[src/rtl/code_loader_pkg.sv]
// Shared types and sizes for the program loader that fills the 64x16 instruction store.
package code_loader_pkg;

  typedef enum logic [2:0] {
    IDLE    = 3'd0,
    LOAD_HI = 3'd1,
    LOAD_LO = 3'd2,
    WRITE   = 3'd3,
    CHECK   = 3'd4,
    DONE    = 3'd5,
    FAIL    = 3'd6
  } loader_state_t;

  localparam int INSTR_DEPTH = 64;
  localparam int INSTR_W     = 16;
  localparam int BYTE_W      = 8;

endpackage

[src/rtl/code_loader.sv]
// Byte-stream program loader: assembles big-endian 16-bit words, writes them from address 0,
// then verifies a trailing mod-256 checksum while holding the CPU stalled.
module code_loader
  import code_loader_pkg::*;
#(
  parameter int ADDR_W = 6,
  parameter int DATA_W = INSTR_W,
  parameter int DEPTH  = INSTR_DEPTH
) (
  input  logic              clock,
  input  logic              reset,
  input  logic              start,
  input  logic [6:0]        word_count,
  input  logic [BYTE_W-1:0] byte_in,
  input  logic              byte_valid,
  output logic              byte_ready,
  output logic [ADDR_W-1:0] mem_write_select,
  output logic [DATA_W-1:0] mem_inp,
  output logic              mem_write_en,
  output logic              cpu_hold,
  output logic              busy,
  output logic              done,
  output logic              error
);

  localparam logic [6:0] MAX_COUNT = 7'(DEPTH);

  loader_state_t     r_state;
  loader_state_t     w_nextState;
  logic [ADDR_W-1:0] r_addr;
  logic [6:0]        r_count;
  logic [DATA_W-1:0] r_word;
  logic [BYTE_W-1:0] r_acc;
  logic              r_done;
  logic              r_error;

  logic w_idleLike;
  logic w_startOk;
  logic w_tooMany;
  logic w_accept;
  logic w_lastWord;

  assign w_idleLike = (r_state == IDLE) || (r_state == DONE) || (r_state == FAIL);
  assign w_startOk  = start && w_idleLike;
  assign w_tooMany  = word_count > MAX_COUNT;
  assign w_accept   = byte_valid && byte_ready;
  assign w_lastWord = (7'({1'b0, r_addr}) + 7'd1) == r_count;

  always_ff @(posedge clock) begin
    if (reset) r_state <= IDLE;
    else       r_state <= w_nextState;
  end

  always_comb begin
    w_nextState = r_state;
    unique case (r_state)
      IDLE, DONE, FAIL: begin
        if (w_startOk) begin
          if (w_tooMany)              w_nextState = FAIL;
          else if (word_count == '0)  w_nextState = CHECK;
          else                        w_nextState = LOAD_HI;
        end
      end
      LOAD_HI: if (byte_valid) w_nextState = LOAD_LO;
      LOAD_LO: if (byte_valid) w_nextState = WRITE;
      WRITE:   w_nextState = w_lastWord ? CHECK : LOAD_HI;
      CHECK: begin
        if (byte_valid) w_nextState = (byte_in == r_acc) ? DONE : FAIL;
      end
      default: w_nextState = IDLE;
    endcase
  end

  // Everything here decodes registered state only, so byte_ready never depends on byte_valid.
  always_comb begin
    byte_ready   = 1'b0;
    mem_write_en = 1'b0;
    busy         = 1'b0;
    cpu_hold     = 1'b1;
    unique case (r_state)
      IDLE, DONE:              cpu_hold = 1'b0;
      LOAD_HI, LOAD_LO, CHECK: begin
        byte_ready = 1'b1;
        busy       = 1'b1;
      end
      WRITE: begin
        mem_write_en = 1'b1;
        busy         = 1'b1;
      end
      default: ;
    endcase
  end

  assign mem_write_select = r_addr;
  assign mem_inp          = r_word;
  assign done             = r_done;
  assign error            = r_error;

  // The address holds on the final write so a full 64-word load never wraps back to 0.
  always_ff @(posedge clock) begin
    if (reset) begin
      r_addr  <= '0;
      r_count <= '0;
      r_word  <= '0;
      r_acc   <= '0;
      r_done  <= 1'b0;
      r_error <= 1'b0;
    end else begin
      unique case (r_state)
        IDLE, DONE, FAIL: begin
          if (w_startOk) begin
            if (w_tooMany) begin
              r_done  <= 1'b1;
              r_error <= 1'b1;
            end else begin
              r_done  <= 1'b0;
              r_error <= 1'b0;
              r_addr  <= '0;
              r_acc   <= '0;
              r_count <= word_count;
            end
          end
        end
        LOAD_HI: begin
          if (w_accept) begin
            r_word[DATA_W-1 -: BYTE_W] <= byte_in;
            r_acc                      <= r_acc + byte_in;
          end
        end
        LOAD_LO: begin
          if (w_accept) begin
            r_word[BYTE_W-1:0] <= byte_in;
            r_acc              <= r_acc + byte_in;
          end
        end
        WRITE: begin
          if (!w_lastWord) r_addr <= r_addr + 1'b1;
        end
        CHECK: begin
          if (w_accept) begin
            r_done  <= 1'b1;
            r_error <= (byte_in != r_acc);
          end
        end
        default: ;
      endcase
    end
  end

endmodule

[config.mk]
export PLATFORM = sky130hd
export DESIGN_NAME = code_loader
export DESIGN_NICKNAME = d
export VERILOG_FILES = /design/src/rtl/code_loader_pkg.sv /design/src/rtl/code_loader.sv
export SDC_FILE = /design/constraint.sdc
export NUM_CORES = 1
export LEC_CHECK = 0
export CORE_ASPECT_RATIO = 0.75
export CORE_UTILIZATION = 26
export DETAILED_ROUTE_END_ITERATION = 12
export GPL_TIMING_DRIVEN = 0
export PLACE_DENSITY = 0.55
export SLEW_MARGIN = 20
export SYNTH_ARGS = -nofsm -noshare
export SYNTH_HDL_FRONTEND = slang
export SYNTH_SLANG_ARGS = --single-unit
[constraint.sdc]
create_clock -name clock -period 3.3 [get_ports clock]
set_clock_uncertainty 0.05 [all_clocks]
set_input_delay 0.66 -clock clock [delete_from_list [all_inputs] [get_ports clock]]
set_output_delay 0.66 -clock clock [all_outputs]
set_load 0.02 [all_outputs]
==> results.json, run 1 <==
{
  "crit_required_ps": 3470,
  "arrival_ps": 3180,
  "wl_um": 6641,
  "vdd_drop_max_mv": 0.2225,
  "first_pass_iters": 4,
  "clockBufferDepth": 2,
  "syn-cell-area_um2": 2424,
  "clock_latency_ps": 280,
  "routed-wl-met2_um": 2825,
  "wl_met3_um": 267,
  "cts_made_buffers": 5,
  "wire_per_inst_um": 14.13,
  "initial_core_util_pct": 26.79,
  "power.density_nw_per_um2": 695.8,
  "cts.sinks": 42,
  "crit_slowest_cell": "or4_4",
  "grt_pass1_vias": 2115,
  "fp.dieArea_um2": 9715,
  "grtUsageTotal_pct": 14.17,
  "synth_most_common_cell": "dfxtp_1",
  "avgSynthCellArea_um2": 8.386,
  "ant_nets": 0,
  "area_delta_synth_final_pct": 32.27,
  "postSynthCellCount": 289,
  "final_nets": 369,
  "fillers": 937,
  "fin_ws_ps": 293.8,
  "crit_fanout": 9,
  "synth_top_area_share_pct": 34.69,
  "highest_layer": "met4",
  "criticalPathCategory": "input pin to register",
  "io_pins": 47,
  "grt_max_degree": 14,
  "fmax_mhz": 332.6,
  "yosysUniqueCellTypes": 59,
  "min_period_ps": 3006,
  "ys_warn_count": 0,
  "post-dp-hpwl_um": 5023,
  "cp-end-kind": "register",
  "async_flop_share_pct": 0,
  "hold_viol": 0,
  "dieWidth_um": 113.5,
  "crit_cells": 8,
  "gp_congestion": 0.7966,
  "tightest_slew_ps": 654.7,
  "synthFlopType": "dfxtp_1",
  "layout-drive-gt1-share_pct": 7.895,
  "hp-class": "register to register",
  "whs_ps": 407.7,
  "slew_violations": 0,
  "critical_path.max_stage_delay_ps": 580,
  "startpoint_type": "input pin",
  "cp_cell_sequence": "clkdlybuf4s50_1 -> or4_4 -> o31ai_4 -> nand2_2 -> o31a_1 -> buf_6 -> or4_1 -> nand3_1",
  "drt_iter0_markers": 111,
  "synth-seq-cells": 42,
  "p_leak_nw": 1.205,
  "synth_nets": 317,
  "root_buffer": "clkbuf_16",
  "diodes": 0,
  "rsz0062_at_grt": "no",
  "synth.area.top_cells": "dfxtp_1 (35%), mux2i_1 (9.1%), nand2_1 (5.1%)",
  "hold_buffers": 0,
  "drv_cap": 0,
  "cts_tree": "done",
  "setup_viol": 0,
  "wl_met1_um": 3517,
  "core_area_um2": 9046,
  "clk_pin_slew_ps": 60,
  "yosys.area.top_type": "dfxtp_1",
  "port_buffers": 45,
  "drcViolationCount": 0,
  "globalRouteOverflowTotal": 0,
  "rr_worst_depth": 8,
  "post_cts_buffers": 0,
  "synth_edf_count": 0,
  "min_path_cells": 2,
  "die_h_um": 85.61,
  "rows": 30,
  "h-tree-depth": 2,
  "synth-seq-area-share_pct": 34.69,
  "synthTopCellsByCount": "dfxtp_1 (42), nand2_1 (33), nor2_1 (30)",
  "grt_pass1_wl_um": 10830,
  "crit_family": "simple AND/OR/NAND/NOR gates",
  "via_count": 2278,
  "max_slew_margin_pct": 56.35,
  "cp_num_buf_inv": 2,
  "status": "completed",
  "finalCritPeriodShare_pct": 91.10,
  "viasPerCell": 4.847,
  "antenna_found_initial": 0,
  "place_ws_ps": -197.8
}
-- final cells by class --
class | instances | area (µm²) | area share (%)
Sequential cell | 42 | 840.8 | 26.23
Inverter | 7 | 26.28 | 0.8197
Clock inverter | 2 | 37.54 | 1.171
Timing Repair Buffer | 45 | 450.4 | 14.05
Tap cell | 128 | 160.2 | 4.996
Buffer | 17 | 77.57 | 2.420
Multi-Input combinational cell | 223 | 1484 | 46.29
Clock buffer | 6 | 128.9 | 4.020
-- per-stage QoR --
| step | TNS, ps | utilization, % | cell area [µm²] | std cells | total power [mW] |
|---|---|---|---|---|---|
| 2_1_floorplan | 0 | - | 2424 | 289 | 1.343 |
| 3_3_place_gp | -373.8 | 33.54 | 3034 | 462 | 1.669 |
| 3_5_place_dp | -1007 | 33.54 | 3034 | 462 | 1.676 |
| 4_1_cts | 0 | 35.38 | 3201 | 470 | 2.239 |
| 5_1_grt | 0 | 35.44 | 3206 | 470 | 2.369 |
| 6_report | 0 | 35.44 | 3206 | 470 | 2.230 |
-- kinds of logic after synthesis --
group / after synthesis / synth area share, %
AND/OR/NAND/NOR: 113 / 22.82
multiplexers: 25 / 10.48
adder cells (fa/ha/maj): 10 / 5.369
XOR/XNOR: 12 / 4.337
flip-flops: 42 / 34.69
AO/OA/AOI/OAI: 63 / 18.02
buffers and inverters: 24 / 4.285
-- state kept, by name, indices dropped and copies added, names as in the netlist --
signal	count
mem_inp	16
mem_write_select	6
r_state	3
error	1
done	1
r_count	7
r_acc	8
-- per-layer routing --
layer  global-route usage [%]  vias to the layer above
li1                         -                     1144
met5                        0                        -
met4                    3.708                        0
met3                    2.898                        2
met1                    20.95                     1095
met2                    20.68                       37
-- report_power, final --
group / internal (mW) / switching [mW]
Clock: 0.357 / 0.197
Sequential: 0.594 / 0.0576
Combinational: 0.437 / 0.587
-- final timing paths --
kind | endpoint | startpoint | slack (ps)
min reg2reg | mem_inp[10]$_SDFFE_PP0P_ | mem_inp[10]$_SDFFE_PP0P_ | 410
max reg2reg | mem_write_select[4]$_SDFFE_PP0P_ | mem_write_select[0]$_SDFFE_PP0P_ | 560
max | r_acc[6]$_SDFFE_PP0P_ | word_count[0] | 290
min | mem_inp[10]$_SDFFE_PP0P_ | mem_inp[10]$_SDFFE_PP0P_ | 410
-- what timing repair did --
action | in CTS | in global routing
resized for setup | 0 | 1
hold endpoints to repair | 0 | 0
endpoints found under the setup margin | 0 | 4
-- placed cells by master (no fill, tap or decap), types with 4 or more instances in the layout --
master,count
a21oi_1,20
a31oi_1,4
buf_2,4
clkbuf_1,10
clkbuf_16,5
clkdlybuf4s50_1,45
dfxtp_1,42
ha_1,8
inv_1,6
mux2i_1,22
nand2_1,33
nand3_1,17
nor2_1,30
nor3_1,4
o21a_1,6
o21ai_0,7
xnor2_1,7
xor2_1,5
-- tightest hold or removal path, cell delays in order, from the launching register on --
cell,delay [ps]
dfxtp_1,310
nand2_1,50
a21oi_1,50
(Power assumes the default switching activity.)
==> run 2, diff against run 1 <==
--- a/config.mk
+++ b/config.mk
@@ -6,10 +6,10 @@
 export NUM_CORES = 1
 export LEC_CHECK = 0
 export CORE_ASPECT_RATIO = 0.75
-export CORE_UTILIZATION = 26
+export CORE_UTILIZATION = 35
 export DETAILED_ROUTE_END_ITERATION = 12
 export GPL_TIMING_DRIVEN = 0
-export PLACE_DENSITY = 0.55
+export PLACE_DENSITY = 0.67
 export SLEW_MARGIN = 20
 export SYNTH_ARGS = -nofsm -noshare
 export SYNTH_HDL_FRONTEND = slang
==> run 2 against run 1 <==
  * The flow now finishes with violations (DRC)
  * Clock power fell by 34%
  * Power fell by 8.7%
  * Sequential share of layout area rose by 1.1 points
  * Hold slack barely moved
==> results.json, run 2 (synthesized netlist as in run 1, its figures left out) <==
{
  "final_nets": 369,
  "hold_viol": 0,
  "drt_iter0_markers": 180,
  "gp_congestion": 0.8522,
  "globalRouteOverflowTotal": 0,
  "cts.sinks": 42,
  "ant_nets": 0,
  "pwr-share-comb_pct": 50.0,
  "grt_max_degree": 16,
  "diodes": 0,
  "max_slew_margin_pct": 54.38,
  "port_buffers": 45,
  "power_switching_mw": 0.8518,
  "crit_required_ps": 3500,
  "grt_use_met3_pct": 2.632,
  "fin_util_pct": 47.25,
  "first_pass_iters": 8,
  "wire_per_inst_um": 15.42,
  "tightest_slew_ps": 684.2,
  "startpoint_type": "input pin",
  "slew_violations": 0,
  "power.density_nw_per_um2": 662.4,
  "hold_buffers": 0,
  "layout_common_cells": "clkdlybuf4s50_1 (45), dfxtp_1 (42), nand2_1 (33), nor2_1 (30), mux2i_1 (22)",
  "p_int_mw": 1.184,
  "cp-end-kind": "register",
  "final_cells": 423,
  "violations": "DRC",
  "crit_fanout": 9,
  "dieWidth_um": 98.09,
  "area_delta_synth_final_pct": 26.85,
  "finalCritPeriodShare_pct": 91.41,
  "busiest_layer": "met1",
  "fp.dieArea_um2": 7265,
  "viasPerCell": 5.359,
  "drv_cap": 0,
  "h-tree-depth": 2,
  "layout-drive-gt1-share_pct": 8.187,
  "post_cts_buffers": 0,
  "root_buffer": "clkbuf_8",
  "post-dp-hpwl_um": 4658,
  "ctsResizeCount": 0,
  "initial_core_util_pct": 37.25,
  "antenna_found_initial": 0,
  "clock_power_share_pct": 17.9,
  "grt_pass1_wl_um": 10180,
  "layout_commonest_cell": "clkdlybuf4s50_1",
  "status": "complete, but fails checks",
  "clk_pin_slew_ps": 90,
  "p_leak_nw": 1.173,
  "swShare_pct": 41.83,
  "criticalPathCategory": "input pin to register",
  "arrival_ps": 3220,
  "gr-usage-met1_pct": 28.29,
  "grtUsageMet2_pct": 24.49,
  "clock_latency_ps": 310,
  "clockBufferDepth": 2,
  "vdd_drop_max_mv": 0.2493,
  "cts_tree": "done",
  "fin_tns_setup_ps": 0,
  "largest_reg_flops": 16,
  "grtUsageTotal_pct": 18.11,
  "io_pins": 47,
  "die_h_um": 74.07,
  "fmax_mhz": 331.5,
  "dp.cells": 415,
  "drcViolationCount": 1,
  "seq_power_share_pct": 32.1,
  "cts_made_buffers": 5,
  "wl_um": 6522,
  "rows": 25,
  "setup_viol": 0,
  "grt_pass1_vias": 1978,
  "via_count": 2267,
  "hp-class": "register to register",
  "min_period_ps": 3017,
  "rsz0062_at_grt": "no",
  "core_area_um2": 6506
}
run 2: cell count changes in the layout (fill, tap and decap cells not counted):
cell,previous run,this run
bufinv_16,1,0
clkbuf_8,0,5
clkbuf_1,10,9
clkinv_4,0,1
inv_6,0,1
clkbuf_16,5,0
run 2: final timing paths:
path,from,end,slack (ps),depth (start not counted)
worst max-delay path,word_count[0],r_acc[6]$_SDFFE_PP0P_,280,8
worst min-delay path,mem_inp[10]$_SDFFE_PP0P_,mem_inp[10]$_SDFFE_PP0P_,410,2
worst max register to register,mem_write_select[0]$_SDFFE_PP0P_,mem_write_select[4]$_SDFFE_PP0P_,560,8
worst min register to register,mem_inp[10]$_SDFFE_PP0P_,mem_inp[10]$_SDFFE_PP0P_,410,2
run 2: critical path, stage by stage:
cell             delay [ps]
clkdlybuf4s50_1         420
or4_4                   560
o31ai_4                 420
nand2_2                 140
o31a_1                  270
buf_6                   140
or4_1                   510
nand3_1                 100
run 2: area by class of cell:
cell class                      instances  area, µm²
Multi-Input combinational cell        223       1484
Clock inverter                          3      25.02
Inverter                                7      26.28
Sequential cell                        42      840.8
Clock buffer                            5      68.82
Buffer                                 17      77.57
Timing Repair Buffer                   45      450.4
Fill cell                             644       3432
Tap cell                               81      101.3
run 2: routing by layer:
metal	up-vias	wire length, µm
met5	-	0
met4	0	99
met3	10	272
met2	57	2655
met1	1052	3495
li1	1148	-
run 2: metrics by stage:
step | hold slack, ps | setup WS [ps] | total power [mW] | area, µm²
final | 407.3 | 283.5 | 2.036 | 3074
after global routing | 428.4 | 214.9 | 2.168 | 3074
after CTS | 410.8 | 208.6 | 2.029 | 3069
after detailed placement | 397.5 | -115.1 | 1.665 | 2975
after global placement | 392.6 | -99.34 | 1.653 | 2975
after floorplan | 385.6 | 667.5 | 1.343 | 2424
run 2: power by group through the flow:
stage,Clock (mW),Sequential [mW],Combinational (mW)
finish,0.365,0.653,1.02
detailed placement,0,0.665,1.00
global placement,0,0.662,0.991
global route,0.394,0.665,1.11
CTS,0.370,0.653,1.01
floorplan,0,0.694,0.649
